`config.mk`:
```
export PLATFORM = sky130hd
export DESIGN_NAME = uart8_transmitter
export DESIGN_NICKNAME = d
export VERILOG_FILES = /design/src/rtl/uart8_transmitter_pkg.sv /design/src/rtl/uart8_transmitter_baud_tick_gen.sv /design/src/rtl/uart8_transmitter.sv
export SDC_FILE = /design/constraint.sdc
export NUM_CORES = 1
export LEC_CHECK = 0
export CAP_MARGIN = 20
export CORE_MARGIN = 4
export CORE_UTILIZATION = 28
export CTS_BUF_LIST = sky130_fd_sc_hd__clkbuf_4 sky130_fd_sc_hd__clkbuf_8
export CTS_CLUSTER_SIZE = 30
export DETAILED_ROUTE_END_ITERATION = 10
export GPL_TIMING_DRIVEN = 0
export PLACE_DENSITY_LB_ADDON = 0.08
export SYNTH_ARGS = -nofsm -noshare
export SYNTH_HDL_FRONTEND = slang
export SYNTH_SLANG_ARGS = --single-unit
export TNS_END_PERCENT = 20
```
`constraint.sdc`:
```
create_clock -name clk -period 2 [get_ports clk]
set_clock_uncertainty 0.1 [all_clocks]
set_input_delay 0.6 -clock clk [delete_from_list [all_inputs] [get_ports clk]]
set_output_delay 0.6 -clock clk [all_outputs]
set_load 0.01 [all_outputs]
```
`src/rtl/uart8_transmitter_pkg.sv`:
```
// Shared definitions for the 8-bit UART: frame states, default rates and
// the bit-period calculation. The receiver imports the same package.
package uart8_transmitter_pkg;

    localparam int DEFAULT_CLOCK_RATE = 12000000;
    localparam int DEFAULT_BAUD_RATE  = 9600;

    typedef enum logic [1:0] {
        IDLE  = 2'd0,
        START = 2'd1,
        DATA  = 2'd2,
        STOP  = 2'd3
    } uart_state_e;

    // Clock cycles per serial bit, integer-truncated.
    function automatic int clks_per_bit(input int clock_rate, input int baud_rate);
        return clock_rate / baud_rate;
    endfunction

endpackage

```
`src/rtl/uart8_transmitter_baud_tick_gen.sv`:
```
// Bit-period timer: tick pulses for one cycle every CLKS_PER_BIT cycles,
// counted from the last cycle in which clear was high.
module baud_tick_gen #(
    parameter int CLKS_PER_BIT = 1250
) (
    input  logic clk,
    input  logic rst,
    input  logic clear,
    output logic tick
);

    localparam int CW = (CLKS_PER_BIT > 2) ? $clog2(CLKS_PER_BIT) : 1;
    localparam logic [CW-1:0] LAST = CW'(CLKS_PER_BIT - 1);
    localparam logic [CW-1:0] PRE  = CW'(CLKS_PER_BIT - 2);

    logic [CW-1:0] cnt_r;
    logic          tick_r;

    // Counter 0..CLKS_PER_BIT-1; tick is registered one count early so it
    // is high exactly while the counter sits at its last value.
    always_ff @(posedge clk) begin
        if (rst || clear) begin
            cnt_r  <= '0;
            tick_r <= 1'b0;
        end else begin
            if (cnt_r == LAST) begin
                cnt_r <= '0;
            end else begin
                cnt_r <= cnt_r + CW'(1);
            end
            tick_r <= (cnt_r == PRE);
        end
    end

    assign tick = tick_r;

endmodule

```
`src/rtl/uart8_transmitter.sv`:
```
// 8N1 serial transmitter: start bit, 8 data bits LSB first, STOP_BITS stop
// bits. A start request seen at the end of the last stop bit launches the
// next frame on the same edge, so frames can run back to back.
module uart8_transmitter
    import uart8_transmitter_pkg::*;
#(
    parameter int CLOCK_RATE = DEFAULT_CLOCK_RATE,
    parameter int BAUD_RATE  = DEFAULT_BAUD_RATE,
    parameter int STOP_BITS  = 1
) (
    input  logic       clk,
    input  logic       rst,
    input  logic       en,
    input  logic       start,
    input  logic [7:0] in,
    output logic       out,
    output logic       busy,
    output logic       done
);

    localparam int CLKS_PER_BIT = clks_per_bit(CLOCK_RATE, BAUD_RATE);
    localparam logic STOP_LAST  = 1'(STOP_BITS - 1);

    if (CLKS_PER_BIT < 2) begin : g_bad_rate
        $error("uart8_transmitter: CLKS_PER_BIT must be at least 2");
    end
    if (STOP_BITS != 1 && STOP_BITS != 2) begin : g_bad_stop
        $error("uart8_transmitter: STOP_BITS must be 1 or 2");
    end

    uart_state_e state_r, state_s;
    logic [7:0]  shift_r, shift_s;
    logic [2:0]  bit_cnt_r, bit_cnt_s;
    logic        stop_cnt_r, stop_cnt_s;
    logic        out_r, out_s;
    logic        busy_r, busy_s;
    logic        done_r, done_s;
    logic        clear_s;
    logic        tick_s;

    baud_tick_gen #(.CLKS_PER_BIT(CLKS_PER_BIT)) u_baud (
        .clk   (clk),
        .rst   (rst),
        .clear (clear_s),
        .tick  (tick_s)
    );

    // Next-state, datapath and next-output logic; the timer is held clear
    // while idle and on every frame launch so the first bit is full length.
    always_comb begin
        state_s    = state_r;
        shift_s    = shift_r;
        bit_cnt_s  = bit_cnt_r;
        stop_cnt_s = stop_cnt_r;
        out_s      = out_r;
        busy_s     = busy_r;
        done_s     = 1'b0;
        clear_s    = 1'b0;
        if (!en) begin
            state_s    = IDLE;
            bit_cnt_s  = 3'd0;
            stop_cnt_s = 1'b0;
            out_s      = 1'b1;
            busy_s     = 1'b0;
            clear_s    = 1'b1;
        end else begin
            case (state_r)
                IDLE: begin
                    clear_s    = 1'b1;
                    bit_cnt_s  = 3'd0;
                    stop_cnt_s = 1'b0;
                    if (start) begin
                        shift_s = in;
                        state_s = START;
                        out_s   = 1'b0;
                        busy_s  = 1'b1;
                    end else begin
                        state_s = IDLE;
                        out_s   = 1'b1;
                        busy_s  = 1'b0;
                    end
                end
                START: begin
                    if (tick_s) begin
                        state_s = DATA;
                        out_s   = shift_r[0];
                    end else begin
                        out_s = 1'b0;
                    end
                end
                DATA: begin
                    if (tick_s) begin
                        shift_s = {1'b0, shift_r[7:1]};
                        if (bit_cnt_r == 3'd7) begin
                            state_s    = STOP;
                            bit_cnt_s  = 3'd0;
                            stop_cnt_s = 1'b0;
                            out_s      = 1'b1;
                        end else begin
                            bit_cnt_s = bit_cnt_r + 3'd1;
                            out_s     = shift_r[1];
                        end
                    end else begin
                        out_s = shift_r[0];
                    end
                end
                STOP: begin
                    if (tick_s) begin
                        if (stop_cnt_r == STOP_LAST) begin
                            done_s     = 1'b1;
                            stop_cnt_s = 1'b0;
                            if (start) begin
                                shift_s = in;
                                state_s = START;
                                out_s   = 1'b0;
                                busy_s  = 1'b1;
                                clear_s = 1'b1;
                            end else begin
                                state_s = IDLE;
                                out_s   = 1'b1;
                                busy_s  = 1'b0;
                            end
                        end else begin
                            stop_cnt_s = stop_cnt_r + 1'b1;
                        end
                    end else begin
                        out_s = 1'b1;
                    end
                end
                default: begin
                    state_s = IDLE;
                    out_s   = 1'b1;
                    busy_s  = 1'b0;
                    clear_s = 1'b1;
                end
            endcase
        end
    end

    // State, datapath and output registers; reset overrides everything.
    always_ff @(posedge clk) begin
        if (rst) begin
            state_r    <= IDLE;
            shift_r    <= 8'h00;
            bit_cnt_r  <= 3'd0;
            stop_cnt_r <= 1'b0;
            out_r      <= 1'b1;
            busy_r     <= 1'b0;
            done_r     <= 1'b0;
        end else begin
            state_r    <= state_s;
            shift_r    <= shift_s;
            bit_cnt_r  <= bit_cnt_s;
            stop_cnt_r <= stop_cnt_s;
            out_r      <= out_s;
            busy_r     <= busy_s;
            done_r     <= done_s;
        end
    end

    assign out  = out_r;
    assign busy = busy_r;
    assign done = done_r;

endmodule

```
After elaboration in Yosys (flattened, before gate mapping)
Cells that the tools add are included.

Output and inout bits: 3. Word-level logic and storage cells: 76. Register bits: 29. Bits of input ports: 12.

$add $sub $neg: 3. Equality and inequality tests: 12. Reduce and logical (&&, ||, !) cells: 13. Multiplexer cells: 36. Bitwise gates (word level): 3.

Operators with widths (number): $mux 8 (4); $pmux 8 s3 (1); $eq 11x11->1 const B (2); $mux 1 (18); $add 11x1->11 const B (1); $mux 2 (5); $reduce_and 5->1 (2); $pmux 2 s4 (1); $mux 3 (2); $ne 2x1->1 const B (3); $pmux 3 s2 (1); $eq 2x2->1 const B (2); $ne 2x2->1 const B (2); $pmux 1 s2 (2); $pmux 1 s4 (1); $reduce_and 4->1 (1); $reduce_bool 2->1 (2); $reduce_or 2->1 (2); $reduce_or 4->1 (1); $add 3x1->3 const B (1); $eq 3x3->1 const B (1); $ne 3x3->1 const B (1); $not 1->1 (3); $pmux 1 s3 (1); other kinds (7) (7).

Depth between registers and ports, before layout
Gate-level depths: netlist of the first run.

Depth after elaboration: 7. Depth in mapped cells: 7. Depth with buffers taken out: 5.

Modules after synthesis
A second synthesis of the first run with hierarchy kept.

Cells, all modules: 170. Area total of the unflattened synthesis: 1527.7 um^2.

By module, submodules not included: uart8_transmitter (area an instance 993.5 um^2, instances 1, cells each 108); baud_tick_gen (area an instance 534.3 um^2, instances 1, cells each 62).

Worst setup path before layout of the first run
OpenSTA, ideal clock, no wires.

Kind: reg2reg. Start point: register state_r[0]. End point: register shift_r[6]. Setup time: 0.131 ns. Arrival time: 1.500 ns. Stages on the path, launching flop included: 8. Path slack: 0.269 ns. Required time: 1.769 ns. Buffers on the path: 2. Cell sequence: dfxtp_1 > inv_1 > ha_1 > buf_2 > buf_2 > mux2_2 > nor4_1 > nor3_1.

Cells in the longest elaborated chain, start to end: 3. Elaborated cells on any way between the ends: 9. Classes of those cells: eq/ne (5); mux (1); reduce/logical (3).

Ends and longest elaborated chain: start, declared (line uart8_transmitter.sv:31) `uart_state_e state_r, state_s;`; start signal, assigned (line uart8_transmitter.sv:151) `state_r <= state_s;`; $eq 2x2->1 / $logic_not 2->1 (equally long branches) (line uart8_transmitter.sv:67) `case (state_r)`; $ne 2x1->1 (no line), or another cell as far along; $reduce_and 5->1 (no line); end signal, assigned (line uart8_transmitter.sv:152) `shift_r <= shift_s;`; end, declared (line uart8_transmitter.sv:32) `logic [7:0] shift_r, shift_s;`.

Several ways; a longest one is shown, not always the timed one. A chain may end at the register's enable or synchronous reset.

Worst setup path after layout of the first run
Same ends and word-level chain as after synthesis.

==> results.md, run 1 <==
* Die Area at 0.006920 mm2
* Critical path arrival at 1970 ps
* Crit-path slowest cell: dfxtp_2
* Num CTS Buffers at 3
* Max_cap viols at 0
* Outcome: finished clean
* Clk buf depth at 2
* Number of H-tree levels at 1
* RSZ-0062 raised after global routing: true
* Hold WS at 364.9 ps
* Synthesized netlist net count at 188
* Final Hold Vio Count at 0
* Most frequent cells in the layout: dfxtp_1 (27), clkdlybuf4s50_1 (13), ha_1 (10)
* Static Leak at 0.6310 nW
* Cell Area, Synth at 0.001583 mm2
* Final Slew Violations at 0
* Final WL at 3665 um
* DRC viols at 0
* Number of global-route vias before repair at 1284
* CP Cell Sequence: inv_1, ha_1, clkbuf_4, buf_4, mux2_2, nor4_1, nor3_1
* Most common cell after layout, fill and taps aside: dfxtp_1
* Post-DP HPWL at 2633 um
* Asr flop ratio synth at 0%
* Reg clk slew, reported paths at 100 ps
* Maximum clock frequency at 522.9 MHz
* Clock sinks at 28
* Syn avg cell area at 9.535 um2
* Final TNS setup at 0 ps
* DRT iter0 DRCs at 31
* Max-slew headroom at 68.27%
* DRT antenna net count at 0
* Fin crit share at 95.63%
* Largest net degree at the start of global routing at 16
* #FFs+latches synth at 28
* Initial antenna violation count at 0
* Root buf cell: clkbuf_8
* # diodes at 0
* Vias per Instance at 5.075
* Seq/Total Area, Yosys at 35.42%
* Main flop type after synthesis: dfxtp_1
* Die Y at 83.19 um
* Worst Path Required at 2060 ps
* Worst skew pair latency at 280 ps
* Critical path type: reg2reg
* Post-synth EDFFs at 0
* WP buf/inv at 3
* DRT Pass-1 Iters at 4
* WL per Instance at 14.37 um
* Crit end category: flop
* Final Util at 34.49%
* Core Area at 0.005507 mm2
* Via count at 1294
* First-pass GRT wire length at 6396 um
* TritonCTS clock tree: yes
* Total congestion overflow at 0
* # port buffers at 13
* Ports at 15
* Post-CTS setup buffer count at 0
* Layout overhead on the synthesized area at 20.00%
* Final min period at 1913 ps
* CP startpoint kind: flop
* Maximum net fanout on the critical path at 10
* Initial Utilization at 28.74%
* Post-Syn Instances at 166
* CP top delay family: buffers and inverters
* # rows at 27
* Post-synth cell types at 49
* Finish-stage setup viols at 0
* Synth warn at 0
* Power per cell area at 582.6 mW/mm2
* NumNets Final at 206
* GRT Util Overall at 11.01%
* Min-delay worst type: reg2reg
* Die W at 83.19 um
* RePlAce Congestion at 0.7683
* Slew @ Worst Pin at 476.0 ps
* Peak supply drop at 0.3937 mV
* CP max stage delay at 360 ps
* Proportion of layout cells with a drive suffix above 1 at 21.86%
==> synthesized netlist by cell type (2+ instances only) <==
master / number / area [um2]
dfxtp_1: 28 / 560.5
ha_1: 10 / 125.1
a31oi_1: 8 / 50.05
inv_1: 8 / 30.03
mux2_2: 8 / 90.09
nor3_1: 8 / 40.04
nor4_1: 7 / 43.79
a21oi_1: 6 / 30.03
o21ai_0: 6 / 30.03
nand2_1: 5 / 18.77
a211oi_2: 4 / 50.05
clkbuf_1: 4 / 15.01
nor2b_1: 4 / 25.02
nor3_2: 4 / 40.04
o31ai_1: 4 / 30.03
buf_2: 3 / 15.01
nand2b_1: 3 / 18.77
nand3_1: 3 / 15.01
or3_1: 3 / 18.77
a211oi_1: 2 / 15.01
and3_1: 2 / 12.51
buf_1: 2 / 7.510
mux2i_1: 2 / 20.02
nand4_1: 2 / 12.51
nor2_1: 2 / 7.510
nor3b_1: 2 / 15.01
or4_1: 2 / 15.01
or4_4: 2 / 22.52
xor2_1: 2 / 17.52
==> area by class of cell <==
| cell class | count | area [um2] |
|---|---|---|
| multi-input cells | 120 | 974.7 |
| plain buffers | 10 | 57.56 |
| repair buffers | 13 | 130.1 |
| fillers | 555 | 3607 |
| flip-flops and latches | 28 | 561.8 |
| well taps | 72 | 90.09 |
| inverters | 8 | 30.03 |
| clock buffers | 4 | 55.05 |
==> what timing repair did <==
action,in CTS,in global routing
resized for setup,7,6
hold buffers,0,0
setup endpoints to repair,13,19
cloned,0,0
==> flip-flops by register name, indices dropped and copies added (netlist names) <==
register / count
shift_r: 8
busy: 1
u_baud.tick: 1
done: 1
out: 1
u_baud.cnt_r: 11
state_r: 2
bit_cnt_r: 3
==> worst paths after layout <==
path / cells past startpoint / startpoint / slack [ps] / end
worst max register to register: 7 / state_r[0] / 90 / shift_r[6]
worst max-delay path: 7 / state_r[0] / 90 / shift_r[6]
worst min-delay path: 2 / bit_cnt_r[1] / 360 / bit_cnt_r[1]
worst min register to register: 2 / bit_cnt_r[1] / 360 / bit_cnt_r[1]
==> logic make-up after synthesis <==
family | synth area share [%]
adders and majority gates | 7.905
xor gates and xnor gates | 1.660
buffers and inverters | 4.980
AOI/OAI and AO/OA | 18.66
and+or+nand+nor | 24.43
muxes | 6.957
DFF | 35.42
==> where the power goes <==
part / internal [W] / leakage (nW) / switching (W) / total (W)
combinational: 0.0000745 / 0.374 / 0.0000770 / 0.000151
sequential: 0.000576 / 0.228 / 0.0000128 / 0.000589
clock: 0.000177 / 0.0288 / 0.000190 / 0.000366
==> layer usage <==
layer,vias up,global-route usage (%),wire length [um]
met5,-,0,0
met4,0,2.675,34
met1,626,14.56,1834
met3,4,2.778,82
met2,9,17.93,1714
li1,655,-,-
==> stage by stage <==
| step | instances | cell area (um2) | setup slack (ps) | power [W] |
|---|---|---|---|---|
| floorplan | 166 | 1583 | 268.8 | 0.0006908 |
| global placement | 251 | 1803 | -314.4 | 0.0007413 |
| detailed placement | 251 | 1803 | -297.7 | 0.0007433 |
| CTS | 255 | 1881 | 40.75 | 0.001116 |
| global route | 255 | 1899 | -54.08 | 0.001154 |
| finish | 255 | 1899 | 87.49 | 0.001107 |
==> worst reg2reg max path: stages (launching register included) <==
cell and delay [ps]:
dfxtp_2 360, inv_1 100, ha_1 180, clkbuf_4 220, buf_4 220, mux2_2 350
nor4_1 190, nor3_1 70
(Power assumes the default switching activity.)
==> run 2, diff against run 1 <==
Settings changed: PLACE_DENSITY_LB_ADDON 0.08 to 0.2.
==> run 2 against run 1 <==
Critical path depth unchanged. Worst hold slack improved by 12 ps. Register-to-register slack about the same. Combinational power about the same. Final cell count decreased by 0.39%. Sequential power about the same. Via count decreased by 1.7%. Routed wire length decreased by 5.6%. Design area decreased by 0.53%. Largest cell class unchanged.
==> results.md, run 2 (synthesized netlist as in run 1, its figures left out) <==
* Most frequent cells in the layout: dfxtp_1 (27), clkdlybuf4s50_1 (13), ha_1 (10)
* # rows at 27
* # port buffers at 13
* CP startpoint kind: flop
* Pre-CTS WS at -354.5 ps
* R2R setup slack at 70 ps
* RePlAce Congestion at 0.7429
* First-pass GRT wire length at 5975 um
* Clk buf depth at 2
* Placed Area at 0.001803 mm2
* Worst R2R Path Depth at 7
* Proportion of layout cells with a drive suffix above 1 at 21.98%
* Most flops, register: u_baud.cnt_r
* Critical path type: reg2reg
* Maximum net fanout on the critical path at 10
* Worst skew pair latency at 280 ps
* Initial antenna violation count at 0
* Post-CTS setup buffer count at 0
* Worst R2R Start: state_r[0]
* Post-DP HPWL at 2437 um
* Number of flip-flops in the largest register at 11
* DRT iter0 DRCs at 53
* Final Slew Violations at 0
* Final Hold Vio Count at 0
* Final min period at 1927 ps
* Finish-stage setup viols at 0
* Initial Utilization at 28.74%
* Maximum clock frequency at 519.1 MHz
* Worst Path Required at 2050 ps
* Hold endpoint: shift_r[7]
* Final TNS setup at 0 ps
* Outcome: finished clean
* Design Area, Final at 0.001889 mm2
* Peak supply drop at 0.3188 mV
* Die Area at 0.006920 mm2
* Slew @ Worst Pin at 495.5 ps
* TritonCTS clock tree: yes
* Critical path arrival at 1980 ps
* Die W at 83.19 um
* Worst Hold Path Cells at 2
* Max-slew headroom at 66.97%
* Fin crit share at 96.33%
* Total congestion overflow at 0
* Core Area at 0.005507 mm2
* DRT antenna net count at 0
* Number of global-route vias before repair at 1227
* RSZ-0062 raised after global routing: true
* Layout overhead on the synthesized area at 19.37%
* Crit end category: flop
* Static Leak at 0.6246 nW
* Vias per Instance at 5.008
* Reg clk slew, reported paths at 100 ps
* Root buf cell: clkbuf_8
* Max_cap viols at 0
* # diodes at 0
* Setup WS post-layout at 73.43 ps
* Clock sinks at 28
* Largest net degree at the start of global routing at 16
* Top flop regs: u_baud.cnt_r (11), shift_r (8), bit_cnt_r (3)
* Most common cell after layout, fill and taps aside: dfxtp_1
* Min-delay worst type: reg2reg
* Ports at 15
* Via count at 1272
* Die Y at 83.19 um
* WL per Instance at 13.63 um
* Number of H-tree levels at 1
* HP Start: shift_r[7]
* Critical R2R Capture: shift_r[6]
* NumNets Final at 205
* Num CTS Buffers at 3
* Power per cell area at 579.5 mW/mm2
* Final WL at 3461 um
* DRT Pass-1 Iters at 4
* GRT Util Overall at 10.33%
* DRC viols at 0
[run 2: cell count changes in the layout (fill, tap and decap cells not counted)]
| cell | change |
|---|---|
| a2111oi_4 | -1 |
| nor4_1 | -2 |
| clkbuf_2 | -1 |
| a2111oi_1 | +1 |
| nor4_2 | +2 |
| clkbuf_1 | -1 |
| buf_1 | +1 |
[run 2: per-stage QoR]
step / std cells / hold slack [ps] / total power, W / util (%)
floorplan: 166 / 335.6 / 0.0006908 / -
global placement: 251 / 353.6 / 0.0007430 / 32.74
detailed placement: 251 / 357.3 / 0.0007430 / 32.74
CTS: 255 / 375.5 / 0.001113 / 34.06
global route: 254 / 399.3 / 0.001162 / 34.31
finish: 254 / 377.1 / 0.001095 / 34.31
[run 2: metal layers]
| metal | up-vias | track usage [%] | part of all wire, % |
|---|---|---|---|
| met4 | 0 | 2.823 | 1.4 |
| met5 | - | 0 | 0 |
| met3 | 4 | 2.877 | 2.7 |
| li1 | 655 | - | - |
| met2 | 15 | 15.82 | 44 |
| met1 | 598 | 14.22 | 52 |
[run 2: worst max-delay path, stage by stage, from the launching register on]
cell      delay [ps]
dfxtp_2          380
inv_1             80
ha_1             200
clkbuf_4         190
o21ba_2          220
clkbuf_1         220
nor4_1           320
nor3_1            90
[run 2: how the worst max path moves through the flow]
stage	startpoint	end	slack, ps	cells after the start
2_1_floorplan	state_r[0]	shift_r[6]	270	7
3_3_place_gp	start	u_baud.tick	-370	5
3_5_place_dp	start	u_baud.tick	-350	5
4_1_cts	start	u_baud.tick	4	5
5_1_grt	state_r[0]	shift_r[6]	-40	7
6_report	state_r[0]	shift_r[6]	70	7
[run 2: timing repair]
action / 4_1_cts / 5_1_grt
resized for setup: 5 / 8
hold buffers: 0 / 0
setup endpoints to repair: 18 / 19
[run 2: cell type report]
cell class / count / area, um2
Inverter: 8 / 30.03
Sequential cell: 28 / 561.8
Buffer: 9 / 52.55
Tap cell: 72 / 90.09
Clock buffer: 4 / 55.05
Multi-Input combinational cell: 120 / 969.7
Fill cell: 567 / 3617
Timing Repair Buffer: 13 / 130.1
[run 2: power breakdown]
| group | switching, W | internal [W] |
|---|---|---|
| Combinational | 0.0000770 | 0.0000725 |
| Sequential | 0.0000121 | 0.000576 |
| Clock | 0.000181 | 0.000176 |
| Total | 0.000270 | 0.000825 |
